$ cat src/rtl/com_tracker.sv
// rtl/com_tracker.sv - EMA-smoothed, jump-gated centroid tracker with search/acquire/lock/coast states
module com_tracker #(
    parameter int SHIFT       = 2,
    parameter int JUMP_MAX    = 64,
    parameter int ACQ_FRAMES  = 3,
    parameter int LOST_FRAMES = 8
) (
    input  logic        clk_in,
    input  logic        rst_n_in,
    input  logic [10:0] x_in,
    input  logic [9:0]  y_in,
    input  logic        valid_in,
    input  logic        frame_done_in,
    output logic [10:0] x_out,
    output logic [9:0]  y_out,
    output logic        valid_out,
    output logic        locked_out
);

    typedef enum logic [1:0] {SEARCH, ACQUIRE, LOCKED, COAST} state_t;

    localparam int CNT_MAX = (ACQ_FRAMES > LOST_FRAMES) ? ACQ_FRAMES : LOST_FRAMES;
    localparam int CNT_W   = $clog2(CNT_MAX + 1);
    localparam logic [CNT_W-1:0] ACQ_N  = CNT_W'(ACQ_FRAMES);
    localparam logic [CNT_W-1:0] LOST_N = CNT_W'(LOST_FRAMES);
    localparam logic [CNT_W-1:0] ONE    = CNT_W'(1);
    localparam logic [11:0] GATE_X = 12'(JUMP_MAX);
    localparam logic [10:0] GATE_Y = 11'(JUMP_MAX);

    state_t           state, state_nx;
    logic [10:0]      est_x, est_x_nx;
    logic [9:0]       est_y, est_y_nx;
    logic [CNT_W-1:0] hit_cnt, hit_nx, miss_cnt, miss_nx;
    logic             seen, seen_nx, pub;

    logic signed [11:0] dx, step_x;
    logic signed [10:0] dy, step_y;
    logic [11:0]        adx;
    logic [10:0]        ady;
    logic               in_gate;
    logic [10:0]        ema_x;
    logic [9:0]         ema_y;

    // Differences are one bit wider than the coordinates so they never wrap.
    always_comb begin
        dx      = $signed({1'b0, x_in}) - $signed({1'b0, est_x});
        dy      = $signed({1'b0, y_in}) - $signed({1'b0, est_y});
        step_x  = dx >>> SHIFT;
        step_y  = dy >>> SHIFT;
        adx     = dx[11] ? 12'(-dx) : 12'(dx);
        ady     = dy[10] ? 11'(-dy) : 11'(dy);
        in_gate = (adx <= GATE_X) && (ady <= GATE_Y);
        ema_x   = est_x + 11'(step_x);
        ema_y   = est_y + 10'(step_y);
    end

    always_comb begin
        state_nx = state;
        est_x_nx = est_x;
        est_y_nx = est_y;
        hit_nx   = hit_cnt;
        miss_nx  = miss_cnt;
        seen_nx  = seen;
        pub      = 1'b0;
        case (state)
            SEARCH: begin
                if (valid_in) begin
                    est_x_nx = x_in;
                    est_y_nx = y_in;
                    hit_nx   = ONE;
                    seen_nx  = 1'b1;
                    if (ACQ_FRAMES == 1) begin
                        state_nx = LOCKED;
                        pub      = 1'b1;
                    end else begin
                        state_nx = ACQUIRE;
                    end
                end
            end
            ACQUIRE: begin
                if (valid_in) begin
                    seen_nx = 1'b1;
                    if (in_gate) begin
                        est_x_nx = ema_x;
                        est_y_nx = ema_y;
                        hit_nx   = hit_cnt + ONE;
                        if (hit_nx >= ACQ_N) begin
                            state_nx = LOCKED;
                            pub      = 1'b1;
                        end
                    end else begin
                        est_x_nx = x_in;
                        est_y_nx = y_in;
                        hit_nx   = ONE;
                    end
                end
                if (frame_done_in) begin
                    if (!seen_nx) begin
                        state_nx = SEARCH;
                        hit_nx   = '0;
                    end
                    seen_nx = 1'b0;
                end
            end
            LOCKED, COAST: begin
                if (valid_in && in_gate) begin
                    est_x_nx = ema_x;
                    est_y_nx = ema_y;
                    seen_nx  = 1'b1;
                    miss_nx  = '0;
                    state_nx = LOCKED;
                    pub      = 1'b1;
                end
                // A same-cycle hit has already set seen_nx, so it closes the window as a hit.
                if (frame_done_in) begin
                    if (!seen_nx) begin
                        miss_nx = miss_cnt + ONE;
                        if (miss_nx >= LOST_N) begin
                            state_nx = SEARCH;
                            miss_nx  = '0;
                            hit_nx   = '0;
                        end else begin
                            state_nx = COAST;
                        end
                    end
                    seen_nx = 1'b0;
                end
            end
            default: state_nx = SEARCH;
        endcase
    end

    always_ff @(posedge clk_in) begin
        if (!rst_n_in) begin
            state      <= SEARCH;
            est_x      <= '0;
            est_y      <= '0;
            hit_cnt    <= '0;
            miss_cnt   <= '0;
            seen       <= 1'b0;
            x_out      <= '0;
            y_out      <= '0;
            valid_out  <= 1'b0;
            locked_out <= 1'b0;
        end else begin
            state      <= state_nx;
            est_x      <= est_x_nx;
            est_y      <= est_y_nx;
            hit_cnt    <= hit_nx;
            miss_cnt   <= miss_nx;
            seen       <= seen_nx;
            valid_out  <= pub;
            locked_out <= (state_nx == LOCKED) || (state_nx == COAST);
            if (pub) begin
                x_out <= est_x_nx;
                y_out <= est_y_nx;
            end
        end
    end

endmodule

$ cat config.mk
export PLATFORM = sky130hd
export DESIGN_NAME = com_tracker
export DESIGN_NICKNAME = d
export VERILOG_FILES = /design/src/rtl/com_tracker.sv
export SDC_FILE = /design/constraint.sdc
export NUM_CORES = 1
export LEC_CHECK = 0
export CAP_MARGIN = 20
export CORE_MARGIN = 5
export CORE_UTILIZATION = 53
export CTS_CLUSTER_DIAMETER = 100
export CTS_CLUSTER_SIZE = 20
export DETAILED_ROUTE_END_ITERATION = 10
export GPL_TIMING_DRIVEN = 0
export PLACE_DENSITY = 0.78
export SYNTH_ARGS = -nofsm -noshare
export SYNTH_HDL_FRONTEND = slang
export SYNTH_SLANG_ARGS = --single-unit
export TNS_END_PERCENT = 1
$ cat constraint.sdc
create_clock -name clk_in -period 5 [get_ports clk_in]
set_clock_uncertainty 0.2 [all_clocks]
set_input_delay 1 -clock clk_in [delete_from_list [all_inputs] [get_ports clk_in]]
set_output_delay 1 -clock clk_in [all_outputs]
set_load 0.01 [all_outputs]
# Yosys cells after proc, flatten, opt, wreduce, memory -nomap -nowiden
# Cells that the tools add are included.
[word_totals] ff_bits=55 inputBits=25 wordCells=85
[classes] add_sub_neg=8 magnitude_cmp=4 eq_ne=9 mux=48 n_reduce_logical=6
[ops] cell="$mux 11" n=5
[ops] cell="$mux 4" n=12
[ops] cell="$mux 10" n=4
[ops] cell="$pmux 11 s3" n=1
[ops] cell="$pmux 10 s3" n=1
[ops] cell="$mux 2" n=10
[ops] cell="$le 12x7->1 const B" n=1
[ops] cell="$mux 12" n=1
[ops] cell="$neg 12->12" n=1
[ops] cell="$pmux 4 s3" n=1
[ops] cell="$sub 11x11->12" n=1
[ops] cell="$add 11x11->11" n=1
[ops] cell="$le 11x7->1 const B" n=1
[ops] cell="$neg 11->11" n=1
[ops] cell="$sub 10x10->11" n=1
[ops] cell="$add 10x10->10" n=1
[ops] cell="$mux 1" n=10
[ops] cell="$add 4x1->4 const B" n=2
[ops] cell="$eq 2x2->1 const B" n=4
[ops] cell="$ne 2x2->1 const B" n=4
[ops] cell="$pmux 2 s3" n=1
[ops] cell="$ge 4x2->1 const B" n=1
[ops] cell="$ge 4x4->1 const B" n=1
[ops] cell="$reduce_and 4->1" n=1
[ops] cell="7 further kinds" n=8

# Logic depth before layout (Yosys ltp)
[depth] ltp_word=13 mapped_depth=19

# Least setup slack after synthesis
# OpenSTA, ideal clock, no wires.
[synth_path] kind="in2reg" start="in x_in[0]" end="reg est_x[6]" setup_time_ns=0.132 arrival_time_ns=4.791 required_ns=4.668 setup_slack_ns=-0.123 cell_stages=18 cell_sequence="inv_1 -> ha_1 -> inv_1 -> fa_1 -> a21o_1 -> a221oi_2 -> xnor2_1 -> inv_2 -> or4b_4 -> or4_1 -> o22ai_1 -> a21oi_1 -> or4_1 -> buf_2 -> buf_6 -> o221a_1 -> a221oi_2 -> nor3_1"
[synth_between] elab_chain_len=8 elab_cells_between_ends=11 cone_classes="add/sub: 3; order compare: 1; mux: 5; reduce/logical: 2"
[synth_lines] element="start, declared" line="10" text="input logic [10:0] x_in,"
[synth_lines] element="$sub 11x11->12 *" line="46" text="dx = $signed({1'b0, x_in}) - $signed({1'b0, est_x});"
[synth_lines] element="$neg 12->12" line="50" text="adx = dx[11] ? 12'(-dx) : 12'(dx);"
[synth_lines] element="$mux 12" line="50"
[synth_lines] element="$le 12x7->1" line="52" text="in_gate = (adx <= GATE_X) && (ady <= GATE_Y);"
[synth_lines] element="$logic_and 1x1->1" line="52"
[synth_lines] element="$mux 11 or $logic_and 1x1->1 (tied branches)" line="83, 106"
[synth_lines] element="$mux 11, on equally long branches" line="81, 106"
[synth_lines] element="$pmux 11 s3 *" line="65" text="case (state)"
[synth_lines] element="end signal, assigned" line="147" text="est_x <= est_x_nx;"
[synth_lines] element="end, declared" line="31" text="logic [10:0] est_x, est_x_nx;"
# Mark *: on every way between the ends. The rest lies on a longest branch, timed or not.
# A chain may end at the register's enable or synchronous reset.

# Final worst setup path
[layout_path] start="in x_in[5]" end="reg est_y[6]"
[layout_between] elab_chain_len=8 elab_cells_between_ends=10 cone_classes="add/sub: 2; order compare: 1; mux: 5; reduce/logical: 2"
[layout_lines] element="$sub 11x11->12 *" line="46"
[layout_lines] element="$neg 12->12" line="50"
[layout_lines] element="$mux 12 *" line="50"
[layout_lines] element="$le 12x7->1 *" line="52"
[layout_lines] element="$logic_and 1x1->1 *" line="52"
[layout_lines] element="$mux 10 or $logic_and 1x1->1 (tied branches)" line="83, 106"
[layout_lines] element="$mux 10, on equally long branches" line="81, 106"
[layout_lines] element="$pmux 10 s3 *" line="65"
[layout_lines] element="end signal, assigned" line="148" text="est_y <= est_y_nx;"
[layout_lines] element="end, declared" line="32" text="logic [9:0] est_y, est_y_nx;"
# Marked as above.

==> run_results.csv <==
group,metric,value,unit
sta,worstMarginPinSlew,1.22,ns
placement,dpl-instance-area,5550,um^2
clock_network,clock_sinks,55,
synthesis,post_synth_main_area_contributors,"sky130_fd_sc_hd__dfxtp_1 22%, sky130_fd_sc_hd__ha_1 11%, sky130_fd_sc_hd__a21oi_1 6.3%",
layout,syn_to_final_growth,29.3,%
synthesis,synth_top_area_share,22.3,%
sta,final_hold_vios,0,
sta,finalCritPeriodShare,101,%
power,power.share.clock,15.1,%
synthesis,synth_nets,696,
power,switching_power,689,uW
floorplan,num_io_pins,48,
floorplan,die_y,107,um
min_path,worstHoldStart,"y_out[1]",
synthesis,synth_cell_type_count,73,
critical_path,worst-setup-path-type,"primary input to flop",
layout,antennaDiodeCount,0,
critical_path,r2r_slack,0.31,ns
synthesis,synth.yosys.seq_area_share,22.3,%
clock_network,clk_latency,0.32,ns
global_routing,grt.overflow.total,0,
sta,fin_worst_hold_slack,0.285,ns
clock_network,worst_setup_hold_path_clk_slew,0.10,ns
synthesis,synth-edff-count,0,
synthesis,synthDominantAreaCellType,"sky130_fd_sc_hd__dfxtp_1",
critical_path,critPathLaunch,"x_in[5]",
floorplan,num_rows,35,
critical_path,cp-start-kind,"primary input",
drt,postRouteWirelength,15600,um
synthesis,async_flop_share,0,%
layout,final_area,6380,um^2
drt,drcViolationCount,0,
sta,grt_setup_unrepaired,"true",
critical_path,setup.worst_path.end_class,"flop",
floorplan,fp.dieArea,11300,um^2
clock_network,hold_buffers,0,
synthesis,synth.cell_area,4940,um^2
clock_network,tritoncts,"yes",
global_routing,grt_max_degree,16,
power,sw_frac_of_total,41.9,%
global_routing,globalRouteTotalUtil,25.6,%
run_status,failed_checks,"setup timing",
global_routing,grt_first_pass_wirelength,24100,um
layout,layout.nets,777,
power,power.share.combinational,55.6,%
sta,finalWorstSetupSlack,-0.0411,ns
drt,detail_route.wl_per_cell,19.2,um
floorplan,start_util,54.0,%
sta,final_setup_violation_count,12,
critical_path,worst_ep_arrival_time,5.02,ns
global_routing,via_count_of_the_first_global_routing_pass,5040,
synthesis,syn-mean-instance-area,7.91,um^2
clock_network,cts_inserted_buffers,5,
drt,drt-pass1-iter-count,6,
clock_network,clockRootBuffer,"sky130_fd_sc_hd__clkbuf_8",
critical_path,reg2reg_from,"est_x[1]",
floorplan,die_w,107,um
floorplan,fp.coreArea,9150,um^2
sta,finalWorstPathRequiredPeriod,5.04,ns
power,intPower,953,uW
layout,drive_gt1_share,21.0,%
power,power-per-cell-area,257,nW/um^2
drt,drt_first_iter_violations,473,
critical_path,cell_chain_critical_path,"dlygate4sd2_1 -> ha_1 -> clkbuf_4 -> a211o_1 -> a31oi_1 -> mux2i_2 -> or4b_4 -> or4_4 -> o22ai_4 -> a21oi_4 -> or4_4 -> buf_8 -> buf_4 -> o221a_4 -> a221oi_4 -> nor3_2",
clock_network,htree_levels,2,
global_routing,grt_antenna_before_repair,0,
critical_path,crit_path_largest_cell_delay,0.52,ns
synthesis,synth-warning-count,0,
placement,place_congestion,0.882,
min_path,hold_class,"flop to flop",
power,ir_worst_vdd,0.156,mV
critical_path,timing.critical_path.buf_inv,4,
critical_path,rr_endpoint,"est_y[6]",
critical_path,maximum_fanout_along_the_worst_path,10,
run_status,outcome,"complete, but fails checks",
drt,antenna_violating_nets_post_route,0,
drt,viasPerCell,6.55,
critical_path,timing.critical_path.slowest_stage_cell,"sky130_fd_sc_hd__or4_4",
critical_path,cp.required,4.98,ns
sta,max_freq,0.198,GHz
synthesis,synth-main-ff-cell,"sky130_fd_sc_hd__dfxtp_1",
min_path,whs_path_depth,2,
sta,timing.final.max_slew_violations,0,
drt,total_via_count_in_the_routed_design,5340,
critical_path,critPathTopFamily,"simple AND/OR/NAND/NOR gates",
placement,port_buffers,46,
placement,place_hpwl,10900,um
synthesis,flops_latches_synth,55,
power,pwr-share-seq,29.3,%
critical_path,ff2ff_path_depth,16,
synthesis,syn-instance-count,624,
clock_network,max-clock-path-buffers,2,
sta,max_slew_margin,18.3,%
job,cap_viol_max_count,0,
critical_path,critical-path-top-cell-by-count,"sky130_fd_sc_hd__or4_4",
power,p_leak,0.00235,uW
min_path,hold-path-endpoint,"y_out[1]",
==> through the flow <==
step	std cells	power [uW]	TNS (ns)	utilization (%)	setup slack, ns
global placement	781	1170	-48.77	60.6	-1.03
floorplan	624	1040	-0.544	-	-0.0444
finish	815	1640	-0.295	69.7	-0.0411
CTS	805	1540	-0.456	66.7	-0.0407
detailed placement	781	1200	-54.52	60.6	-1.14
global route	815	1730	-4.73	69.7	-0.232
==> worst register-to-register path, delay by kind of cell, from the launching register on <==
kind / cells / cell delay, ns
AO/OA/AOI/OAI: 6 / 1.25
XOR/XNOR: 1 / 0.18
adder cells (fa/ha/maj): 1 / 0.40
buffers and inverters: 4 / 0.51
flip-flops: 1 / 0.48
AND/OR/NAND/NOR: 4 / 1.56
==> flip-flops by register name, indices dropped and copies added (netlist names) <==
signal	flops
locked_out	1
est_y	10
x_out	11
state	2
seen	1
miss_cnt	4
valid_out	1
hit_cnt	4
est_x	11
y_out	10
==> per-layer routing <==
metal / up-vias / part of all wire (%) / GRT usage [%]
met5: - / 0 / 0
met4: 0 / 2.7 / 8.04
met3: 50 / 6.9 / 2.98
met2: 272 / 51 / 46.2
met1: 2506 / 39 / 31.6
li1: 2512 / - / -
==> cell type report <==
| type | count | area [um^2] |
|---|---|---|
| Timing Repair Buffer | 75 | 673 |
| Inverter | 37 | 141 |
| Clock inverter | 1 | 7.51 |
| Sequential cell | 55 | 1100 |
| Multi-Input combinational cell | 497 | 4030 |
| Tap cell | 111 | 139 |
| Clock buffer | 5 | 68.8 |
| Fill cell | 668 | 2770 |
| Buffer | 34 | 224 |
==> cell usage in the layout (no fill, tap or decap), types with 5 or more instances in the layout <==
master                            count
sky130_fd_sc_hd__o21ai_0             37
sky130_fd_sc_hd__o21bai_1             5
sky130_fd_sc_hd__a31oi_1              5
sky130_fd_sc_hd__xnor2_1             21
sky130_fd_sc_hd__clkbuf_1            19
sky130_fd_sc_hd__o221a_4             12
sky130_fd_sc_hd__clkbuf_2             5
sky130_fd_sc_hd__clkbuf_4             5
sky130_fd_sc_hd__ha_4                 7
sky130_fd_sc_hd__clkbuf_8             5
sky130_fd_sc_hd__a21o_1               5
sky130_fd_sc_hd__inv_1               32
sky130_fd_sc_hd__a221oi_2            12
sky130_fd_sc_hd__o211ai_1             5
sky130_fd_sc_hd__buf_4               26
sky130_fd_sc_hd__buf_6                7
sky130_fd_sc_hd__a21oi_1             57
sky130_fd_sc_hd__a211oi_1            21
sky130_fd_sc_hd__nand2_1             55
sky130_fd_sc_hd__nor2_1              30
sky130_fd_sc_hd__nand3_1              9
sky130_fd_sc_hd__ha_1                33
sky130_fd_sc_hd__o21a_1               6
sky130_fd_sc_hd__nor2b_1              8
sky130_fd_sc_hd__o21ai_1             11
sky130_fd_sc_hd__a211oi_2             5
sky130_fd_sc_hd__clkdlybuf4s50_1     34
sky130_fd_sc_hd__nand2b_1             8
sky130_fd_sc_hd__xor2_1              10
sky130_fd_sc_hd__o221a_1              5
sky130_fd_sc_hd__dfxtp_1             55
sky130_fd_sc_hd__nor3_1              26
==> worst max path at each step <==
stage | slack, ns | depth (start not counted) | to
2_1_floorplan | -0.04 | 18 | est_x[6]
3_3_place_gp | -1.03 | 16 | y_out[0]
3_5_place_dp | -1.14 | 16 | y_out[0]
4_1_cts | -0.04 | 19 | est_x[1]
5_1_grt | -0.23 | 16 | x_out[1]
6_report | -0.04 | 16 | est_y[6]
==> power by group through the flow <==
stage	Sequential, uW	Clock, uW	Combinational [uW]
after CTS	480	243	819
after floorplan	482	0	553
after global routing	484	259	985
after detailed placement	489	0	713
final	481	248	912
after global placement	488	0	685
==> repair_timing <==
| item | 4_1_cts | 5_1_grt |
|---|---|---|
| pin swaps | 38 | 29 |
| resized for setup | 94 | 60 |
| setup buffers | 16 | 9 |
| endpoints found under the setup margin | 55 | 55 |
| cloned | 2 | 2 |
==> logic make-up after synthesis <==
kind of cell / share of synthesized area [%]
simple gates: 17.1
compound gates: 34.8
xor+xnor: 6.49
buf+inv: 6.21
mux: 0.633
fa+ha+maj: 12.5
flops: 22.3
==> synth_stat cells (all sizes together), types with 5 or more instances <==
cell type and count:
inv 37, a21o 7, buf 11, nor2 33, a21boi 5, a31oi 5
o21a 6, clkbuf 24, a21oi 62, nand3 9, nand2 56, ha 43
dfxtp 55, o21bai 5, o21ai 52, o211ai 5, o221a 17, nor3 28
a221oi 16, xnor2 24, o221ai 6, nand2b 10, nor2b 8, xor2 10
a211oi 27
(Power assumes the default switching activity.)
